[src/rtl/pb_noc_link_if.sv]
// Bundle of per-channel valid/ready flit handshakes for one side of a pb_noc_link.
// The master drives valid and data. The slave drives ready.
interface pb_noc_link_if #(
   parameter int NumChannels = 3,
   parameter int FlitWidth   = 64
);

   logic [NumChannels-1:0]           valid;
   logic [NumChannels-1:0]           ready;
   logic [NumChannels*FlitWidth-1:0] data;

   modport master (
      output valid,
      output data,
      input  ready
   );

   modport slave (
      input  valid,
      input  data,
      output ready
   );

endinterface

[src/rtl/pb_noc_link.sv]
// Buffered inter-tile NoC link. Each flit channel has its own small FIFO.
// A shared drain-then-isolate FSM lets a neighbouring tile be gated safely.
// Per-channel saturating counters track how many flits were delivered downstream.
module pb_noc_link #(
   parameter int NumChannels = 3,
   parameter int FlitWidth   = 64,
   parameter int Depth       = 2,
   parameter int CntWidth    = 32,
   parameter int FillWidth   = $clog2(Depth + 1)
) (
   input  logic                            clk_i,
   input  logic                            rst_i,
   input  logic                            isolate_req_i,
   output logic                            isolated_o,
   input  logic                            clear_cnt_i,
   pb_noc_link_if.slave                    upstream,
   pb_noc_link_if.master                   downstream,
   output logic [NumChannels*FillWidth-1:0] fill_o,
   output logic [NumChannels*CntWidth-1:0]  flit_cnt_o
);

   localparam int PtrWidth = (Depth > 1) ? $clog2(Depth) : 1;

   // A single-entry FIFO cannot accept and deliver in the same cycle, so it would halve throughput.
   if (Depth < 2) begin : gen_depth_check
      $error("pb_noc_link: Depth must be at least 2");
   end

   typedef enum logic [1:0] {
      ST_ACTIVE,
      ST_DRAIN,
      ST_ISOLATED
   } state_e;

   state_e state;

   logic [NumChannels-1:0]           empty;
   logic [NumChannels-1:0]           full;
   logic [NumChannels-1:0]           in_ready;
   logic [NumChannels-1:0]           out_valid;
   logic [NumChannels*FlitWidth-1:0] out_data;
   logic                             all_empty;

   assign all_empty        = &empty;
   assign upstream.ready   = in_ready;
   assign downstream.valid = out_valid;
   assign downstream.data  = out_data;

   // Pointers wrap explicitly at Depth-1, so Depth does not have to be a power of two.
   function automatic logic [PtrWidth-1:0] ptr_next(input logic [PtrWidth-1:0] ptr);
      return (ptr == PtrWidth'(Depth - 1)) ? '0 : ptr + 1'b1;
   endfunction

   // Isolation handshake. Dropping the request during DRAIN wins over the drain completing.
   always_ff @(posedge clk_i) begin
      if (rst_i) begin
         state      <= ST_ACTIVE;
         isolated_o <= 1'b0;
      end else begin
         case (state)
            ST_ACTIVE: begin
               if (isolate_req_i) begin
                  state <= ST_DRAIN;
               end
            end
            ST_DRAIN: begin
               if (!isolate_req_i) begin
                  state <= ST_ACTIVE;
               end else if (all_empty) begin
                  state      <= ST_ISOLATED;
                  isolated_o <= 1'b1;
               end
            end
            ST_ISOLATED: begin
               if (!isolate_req_i) begin
                  state      <= ST_ACTIVE;
                  isolated_o <= 1'b0;
               end
            end
            default: begin
               state      <= ST_ACTIVE;
               isolated_o <= 1'b0;
            end
         endcase
      end
   end

   for (genvar c = 0; c < NumChannels; c++) begin : gen_chan
      logic [FlitWidth-1:0] mem [Depth];
      logic [PtrWidth-1:0]  wr_ptr;
      logic [PtrWidth-1:0]  rd_ptr;
      logic [FillWidth-1:0] count;
      logic [CntWidth-1:0]  cnt;
      logic                 push;
      logic                 pop;

      assign empty[c] = (count == '0);
      assign full[c]  = (count == FillWidth'(Depth));

      // Ready depends only on local state and never on out_ready. A full FIFO refuses a flit
      // even when a pop happens in the same cycle.
      assign in_ready[c]  = !rst_i && !full[c] && (state == ST_ACTIVE);
      assign push         = upstream.valid[c] && in_ready[c];
      assign out_valid[c] = !empty[c] && (state != ST_ISOLATED);
      assign pop          = out_valid[c] && downstream.ready[c];

      assign out_data[c*FlitWidth +: FlitWidth] = mem[rd_ptr];
      assign fill_o[c*FillWidth +: FillWidth]   = count;
      assign flit_cnt_o[c*CntWidth +: CntWidth] = cnt;

      // FIFO bookkeeping. Reset discards buffered flits by clearing the pointers and occupancy.
      always_ff @(posedge clk_i) begin
         if (rst_i) begin
            wr_ptr <= '0;
            rd_ptr <= '0;
            count  <= '0;
         end else begin
            if (push) begin
               wr_ptr <= ptr_next(wr_ptr);
            end
            if (pop) begin
               rd_ptr <= ptr_next(rd_ptr);
            end
            case ({push, pop})
               2'b10:   count <= count + 1'b1;
               2'b01:   count <= count - 1'b1;
               default: count <= count;
            endcase
         end
      end

      // Flit storage. It needs no reset because the occupancy count decides what is valid.
      always_ff @(posedge clk_i) begin
         if (push) begin
            mem[wr_ptr] <= upstream.data[c*FlitWidth +: FlitWidth];
         end
      end

      // Delivered-flit counter. It saturates instead of wrapping, and a clear beats a same-cycle increment.
      always_ff @(posedge clk_i) begin
         if (rst_i || clear_cnt_i) begin
            cnt <= '0;
         end else if (pop && (cnt != '1)) begin
            cnt <= cnt + 1'b1;
         end
      end
   end

endmodule

[src/flat_wrapper.sv]
// flat-port wrapper written by rule: the top's interface ports become plain ports
module pb_noc_link_flat 
#(
   parameter int NumChannels = 3,
   parameter int FlitWidth   = 64,
   parameter int Depth       = 2,
   parameter int CntWidth    = 32,
   parameter int FillWidth   = $clog2(Depth + 1)
)
  (clk_i, rst_i, isolate_req_i, isolated_o, clear_cnt_i, fill_o, flit_cnt_o, upstream_valid, upstream_data, upstream_ready, downstream_valid, downstream_data, downstream_ready);
  pb_noc_link_if #(.NumChannels(NumChannels), .FlitWidth(FlitWidth)) upstream_i ();
  pb_noc_link_if #(.NumChannels(NumChannels), .FlitWidth(FlitWidth)) downstream_i ();
  input  logic clk_i;
  input  logic rst_i;
  input  logic isolate_req_i;
  output logic isolated_o;
  input  logic clear_cnt_i;
  output logic [NumChannels*FillWidth-1:0] fill_o;
  output logic [NumChannels*CntWidth-1:0] flit_cnt_o;
  input wire logic [$bits(upstream_i.valid)-1:0] upstream_valid;
  input wire logic [$bits(upstream_i.data)-1:0] upstream_data;
  output wire logic [$bits(upstream_i.ready)-1:0] upstream_ready;
  output wire logic [$bits(downstream_i.valid)-1:0] downstream_valid;
  output wire logic [$bits(downstream_i.data)-1:0] downstream_data;
  input wire logic [$bits(downstream_i.ready)-1:0] downstream_ready;
  assign upstream_i.valid = upstream_valid;
  assign upstream_i.data = upstream_data;
  assign upstream_ready = upstream_i.ready;
  assign downstream_valid = downstream_i.valid;
  assign downstream_data = downstream_i.data;
  assign downstream_i.ready = downstream_ready;
  pb_noc_link #(.NumChannels(NumChannels), .FlitWidth(FlitWidth), .Depth(Depth), .CntWidth(CntWidth), .FillWidth(FillWidth)) u_core (.clk_i(clk_i), .rst_i(rst_i), .isolate_req_i(isolate_req_i), .isolated_o(isolated_o), .clear_cnt_i(clear_cnt_i), .upstream(upstream_i), .downstream(downstream_i), .fill_o(fill_o), .flit_cnt_o(flit_cnt_o));
endmodule
[config.mk]
export PLATFORM = sky130hd
export DESIGN_NAME = pb_noc_link_flat
export DESIGN_NICKNAME = d
export VERILOG_FILES = /design/src/rtl/pb_noc_link_if.sv /design/src/rtl/pb_noc_link.sv /design/src/flat_wrapper.sv
export SDC_FILE = /design/constraint.sdc
export NUM_CORES = 1
export LEC_CHECK = 0
export CORE_ASPECT_RATIO = 1.25
export CORE_MARGIN = 5
export CORE_UTILIZATION = 42
export CTS_BUF_LIST = sky130_fd_sc_hd__clkbuf_4 sky130_fd_sc_hd__clkbuf_8
export DETAILED_ROUTE_END_ITERATION = 6
export HOLD_SLACK_MARGIN = 0.08
export PLACE_DENSITY = 0.77
export SLEW_MARGIN = 20
export SYNTH_ARGS = -nofsm -noshare
export SYNTH_HDL_FRONTEND = slang
export SYNTH_SLANG_ARGS = --single-unit
[constraint.sdc]
create_clock -name clk_i -period 5.7 [get_ports clk_i]
set_input_delay 0.57 -clock clk_i [delete_from_list [all_inputs] [get_ports clk_i]]
set_output_delay 0.57 -clock clk_i [all_outputs]
set_load 0.05 [all_outputs]
# == After elaboration in Yosys (flattened, before gate mapping) ==
# Memory sizes are Yosys's and may differ from the RTL's. A register that Yosys moved wholly into a read port is not among the register bits.
# Index checks and enable logic that the tools add are counted.
# Widths: inputs -> output; s select.
# word_totals
reg_bits,111
mem_bits_rw,384
in_bits,202
out_inout_bits,301
word_cells,119
n_memories,3
# memory_table
memory,depth,width,rd,rd_clocked_by_memory_dff,write_ports,line_no,source
u_core.gen_chan[0].mem,2,64,1,1,1,pb_noc_link.sv:89,logic [FlitWidth-1:0] mem [Depth];
u_core.gen_chan[1].mem,2,64,1,1,1,pb_noc_link.sv:89,
u_core.gen_chan[2].mem,2,64,1,1,1,pb_noc_link.sv:89,
# classes
add_sub_neg,15
eq_ne,20
n_mux,30
bitwise,1
reduce_logical,36
# ops
op,count
$add 32x1->32 const B,3
$ne 32x32->1 const B,3
$mux 1,21
$logic_and 1x1->1,18
$eq 2x2->1 const B,7
$pmux 2 s2,3
$eq 2x1->1 const B,4
$logic_not 2->1,4
$mux 2,4
$ne 2x2->1 const B,4
$logic_not 1->1,7
$add 1x1->1 const B,6
$add 2x1->2 const B,3
$pmux 2 s3,1
$reduce_and 3->1,2
$reduce_bool 2->1,3
$sub 2x1->2 const B,3
$reduce_and 4->1,1
$ne 3x2->1 const B,1
$pmux 1 s3,1
$ne 2x1->1 const B,1
$logic_or 1x1->1,1
$not 1->1,1

# == Depth between registers and ports, before layout ==
# logic_depth
depth_word,7
mapped_depth,9
mapped_depth_nobuf,8

# == Worst setup path after synthesis ==
# Ideal clock, no wire load.
# synth_path
path_type,in2reg
start,input port rst_i
end,"memory u_core.gen_chan[0].mem[0][0], enable pin"
setup_time_ns,0.487
t_arrival_ns,4.891
t_required_ns,5.213
slack_ns,0.323
cell_stages,5
path_buffers,1
path_cell_list,clkbuf_1 > or3_1 > a21oi_1 > nand2_1 > nor2_1
# synth_via
elab_chain_len,6
# synth_lines
item,line_no,source
"start, declared",flat_wrapper.sv:14,input logic rst_i;
$logic_not 1->1,pb_noc_link.sv:102,assign in_ready[c] = !rst_i && !full[c] && (state == ST_ACTIVE);
$logic_and 1x1->1 (2 in a row),pb_noc_link.sv:102,
net upstream_ready[0],flat_wrapper.sv:22,output wire logic [$bits(upstream_i.ready)-1:0] upstream_ready;
$logic_and 1x1->1,pb_noc_link.sv:103,assign push = upstream.valid[c] && in_ready[c];
$mux 1,pb_noc_link.sv:134,if (push) begin
$mux 1 (not written as such),pb_noc_link.sv:135,mem[wr_ptr] <= upstream.data[c*FlitWidth +: FlitWidth];
"end, declared",pb_noc_link.sv:89,
# The timed path passes the listed nets, and every way through them passes these cells.

==> reports/qor.txt <==
arrival time of data at the critical path endpoint -> 3.25 ns
Setup TNS -> 0 ns
maximum clock frequency -> 0.262 GHz
global placer's final weighted congestion -> 0.874
sequential element share of the synthesized area -> 70.6%
final critical-path required period -> 3.82 ns
Boundary Pins -> 503
Yosys warnings -> 0
buffers inserted during post-CTS setup optimization -> 0
most frequent cells in the layout -> sky130_fd_sc_hd__clkdlybuf4s50_1 (502), sky130_fd_sc_hd__edfxtp_1 (384), sky130_fd_sc_hd__mux2_2 (192), sky130_fd_sc_hd__dfxtp_1 (111), sky130_fd_sc_hd__clkbuf_8 (82)
share of power burned in the clock network -> 28.1%
Clock Tree Root -> sky130_fd_sc_hd__clkbuf_8
detailed placement HPWL -> 37.9 mm
Crit Path Class -> flop to primary output
Fin Clk Skew -> 0.0303 ns
portion of synthesized cell area occupied by the leading cell type -> 59.0%
starting density of the core -> 42.4%
endpoint of the lowest-slack register-to-register path -> u_core.gen_chan[1].mem[0][23]
net count reported at finish -> 2039
residual overflow from global routing -> 0
DR DRC count -> 0
CP endpoint kind -> primary output
reg-to-reg startpoint -> u_core.state[1]
register share of total power -> 41.5%
hold crit path type -> primary input to flop
maximum number of pins on one net before global-route repair -> 65
area overhead of the layout relative to synthesis -> 36.8%
run status -> completed
power per cell area -> 390 nW/um^2
share of layout cells above drive strength 1 -> 19.0%
RSZ-0062 raised after global routing -> no
Inserted Clock Buffers -> 76
antenna-violating nets left -> 0
Static Leak -> 8.58 nW
quantity of gates resized following cts -> 0
worst relative slew slack -> 28.7%
H-Tree Level Count -> 3
final worst-path cycle share -> 67.0%
vias in the first global route -> 13600
Core Region -> 46100 sq um
clock latency reported for the late side of the worst-skew pair -> 0.66 ns
number of setup violations in the final report -> 0
max capacitance violation total -> 0
count of different cell masters after synthesis -> 61
DR pass1 iterations -> 5
Synth Register Bits -> 498
Clock Pin Slew Worst Setup and Hold Paths -> 0.06 ns
transition time at the pin with the least slew margin -> 1.06 ns
final count of pins violating max slew -> 0
end point of the critical path -> downstream_data[101]
hold bufs inserted after CTS -> 0
switching power total -> 3.55 mW
number of hold-slack violations in the final timing report -> 0
data required time of the worst path -> 5.13 ns
total routed wirelength -> 53.9 mm
Area contributors post-synth -> sky130_fd_sc_hd__edfxtp_1 (59%), sky130_fd_sc_hd__dfxtp_1 (12%), sky130_fd_sc_hd__mux2_2 (11%)
Main synth FF type -> sky130_fd_sc_hd__edfxtp_1
average instance area after synthesis -> 15.1 sq um
startpoint of the worst hold path -> upstream_data[24]
wire length of the first global-routing pass -> 80.7 mm
Internal Pwr Total -> 6.87 mW
async set or reset register ratio after synthesis -> 0%
worst setup slack for register-to-register paths -> 2.78 ns
share of total power consumed by net switching -> 34.0%
Die X-Extent -> 203 microns
launching element type of the critical path -> flop
number of synthesized flops with an enable pin -> 384
die span in y -> 251 microns
post-DR wirelength/cell -> 21.7 microns
IO Port Bufs -> 502
Initial DRC Count -> 718
critical-path maximum fanout -> 39
antenna violations before repair -> 10
most common library cell in the layout ignoring fill and taps -> sky130_fd_sc_hd__clkdlybuf4s50_1
CTS tree -> built
Tot GR Track Use -> 20.3%
sum of internal, switching and leakage power -> 10.4 mW
Synthesized Nets -> 1500
worst reg-to-reg path cell count -> 5
cell taking the most area after synthesis -> sky130_fd_sc_hd__edfxtp_1
fill cell total of the finished layout -> 3606
IR Drop Worst-Case VDD -> 0.000249 V
gate count of the mapped netlist -> 1292
post-detailed-route via-to-cell ratio -> 5.44
maximum count of clock buffers along a single path -> 3
number of cell rows -> 88
fraction of power consumed by combinational cells -> 30.4%
floorplan die area -> 51000 sq um
clock sinks -> 498
Netlist Area Pre-Place -> 19600 sq um
detailed-route via count -> 13500
[logic make-up after synthesis]
group / count (synthesis) / synth area share (%)
flip-flops: 498 / 70.6
AND/OR/NAND/NOR: 310 / 9.10
AO/OA/AOI/OAI: 183 / 5.85
XOR/XNOR: 21 / 0.941
adder cells (fa/ha/maj): 6 / 0.384
multiplexers: 199 / 11.4
buffers and inverters: 75 / 1.67
[worst max-delay path, stage by stage (launching register included)]
cell and delay, ns:
sky130_fd_sc_hd__dfxtp_2 0.97, sky130_fd_sc_hd__buf_4 0.49, sky130_fd_sc_hd__mux2_2 0.38, sky130_fd_sc_hd__clkdlybuf4s50_1 0.74
[metrics by stage]
step                utilization [%]  hold WS [ns]  area [sq um]  instances  worst slack [ns]
floorplan                         -         0.481         19600       1292             0.323
global placement               54.7         0.476         25200       2338              1.96
detailed placement             54.7         0.493         25200       2338              1.87
CTS                            57.9         0.418         26700       2472              1.79
global route                   58.0         0.434         26800       2480              1.73
finish                         58.0         0.489         26800       2480              1.88
[power groups by stage]
| stage | clock network, mW | registers [mW] | logic (mW) |
|---|---|---|---|
| after CTS | 3.01 | 4.33 | 3.20 |
| after global routing | 3.19 | 4.35 | 3.28 |
| after detailed placement | 0 | 4.40 | 3.18 |
| after global placement | 0 | 4.39 | 3.16 |
| final | 2.92 | 4.33 | 3.17 |
| after floorplan | 0 | 4.36 | 2.07 |
[final cells by class]
cell class | count | area [sq um] | area share (%)
Antenna cell | 8 | 20.0 | 0.0748
Clock buffer | 111 | 1350 | 5.03
Clock inverter | 23 | 160 | 0.599
Inverter | 19 | 71.3 | 0.267
Multi-Input combinational cell | 719 | 5470 | 20.4
Sequential cell | 498 | 13800 | 51.6
Tap cell | 585 | 732 | 2.74
Timing Repair Buffer | 517 | 5140 | 19.2
[sequential cells by signal (all words and copies together) (netlist names), named ones only]
| name | cells |
|---|---|
| u_core.gen_chan.cnt | 96 |
| u_core.gen_chan.wr_ptr | 3 |
| u_core.gen_chan.count | 6 |
| u_core.isolated_o | 1 |
| u_core.gen_chan.rd_ptr | 3 |
| u_core.state | 2 |
| u_core.gen_chan.mem | 384 |
[worst min path at each step]
stage,end,cells after the start
2_1_floorplan,flop,2
3_5_place_dp,u_core.gen_chan[2].cnt[7],2
3_3_place_gp,u_core.gen_chan[2].cnt[7],2
5_1_grt,u_core.gen_chan[2].mem[0][62],1
6_report,u_core.gen_chan[0].mem[1][24],1
4_1_cts,u_core.gen_chan[0].mem[0][21],1
[synth_stat cells, types with 2 or more instances]
library cell / n
sky130_fd_sc_hd__edfxtp_1: 384
sky130_fd_sc_hd__mux2_2: 192
sky130_fd_sc_hd__dfxtp_1: 114
sky130_fd_sc_hd__a21oi_1: 78
sky130_fd_sc_hd__nand2_1: 57
sky130_fd_sc_hd__nor2_1: 52
sky130_fd_sc_hd__o31ai_1: 47
sky130_fd_sc_hd__or4_1: 46
sky130_fd_sc_hd__clkbuf_1: 40
sky130_fd_sc_hd__or3_1: 36
sky130_fd_sc_hd__nand4_1: 30
sky130_fd_sc_hd__nand3_1: 28
sky130_fd_sc_hd__o21ai_0: 26
sky130_fd_sc_hd__inv_1: 17
sky130_fd_sc_hd__xnor2_1: 15
sky130_fd_sc_hd__and4_1: 13
sky130_fd_sc_hd__and3_1: 11
sky130_fd_sc_hd__buf_2: 9
sky130_fd_sc_hd__nor3_1: 8
sky130_fd_sc_hd__mux2i_1: 7
sky130_fd_sc_hd__nor4_1: 7
sky130_fd_sc_hd__ha_1: 6
sky130_fd_sc_hd__xor2_1: 6
sky130_fd_sc_hd__a211oi_1: 4
sky130_fd_sc_hd__o21a_1: 4
sky130_fd_sc_hd__and2_1: 3
sky130_fd_sc_hd__buf_4: 3
sky130_fd_sc_hd__buf_6: 3
sky130_fd_sc_hd__o211ai_1: 3
sky130_fd_sc_hd__o41ai_1: 3
sky130_fd_sc_hd__or2_2: 3
sky130_fd_sc_hd__a2111o_1: 2
sky130_fd_sc_hd__a31o_2: 2
sky130_fd_sc_hd__a31oi_1: 2
sky130_fd_sc_hd__a41o_1: 2
sky130_fd_sc_hd__nand4_2: 2
sky130_fd_sc_hd__nor3b_1: 2
sky130_fd_sc_hd__o311ai_0: 2
[routing by layer]
layer | wire [microns] | track usage [%]
met2 | 27600 | 35.4
met1 | 20000 | 23.4
met4 | 1800 | 8.71
met3 | 4420 | 5.90
met5 | 13 | 0
(Power assumes the default switching activity.)
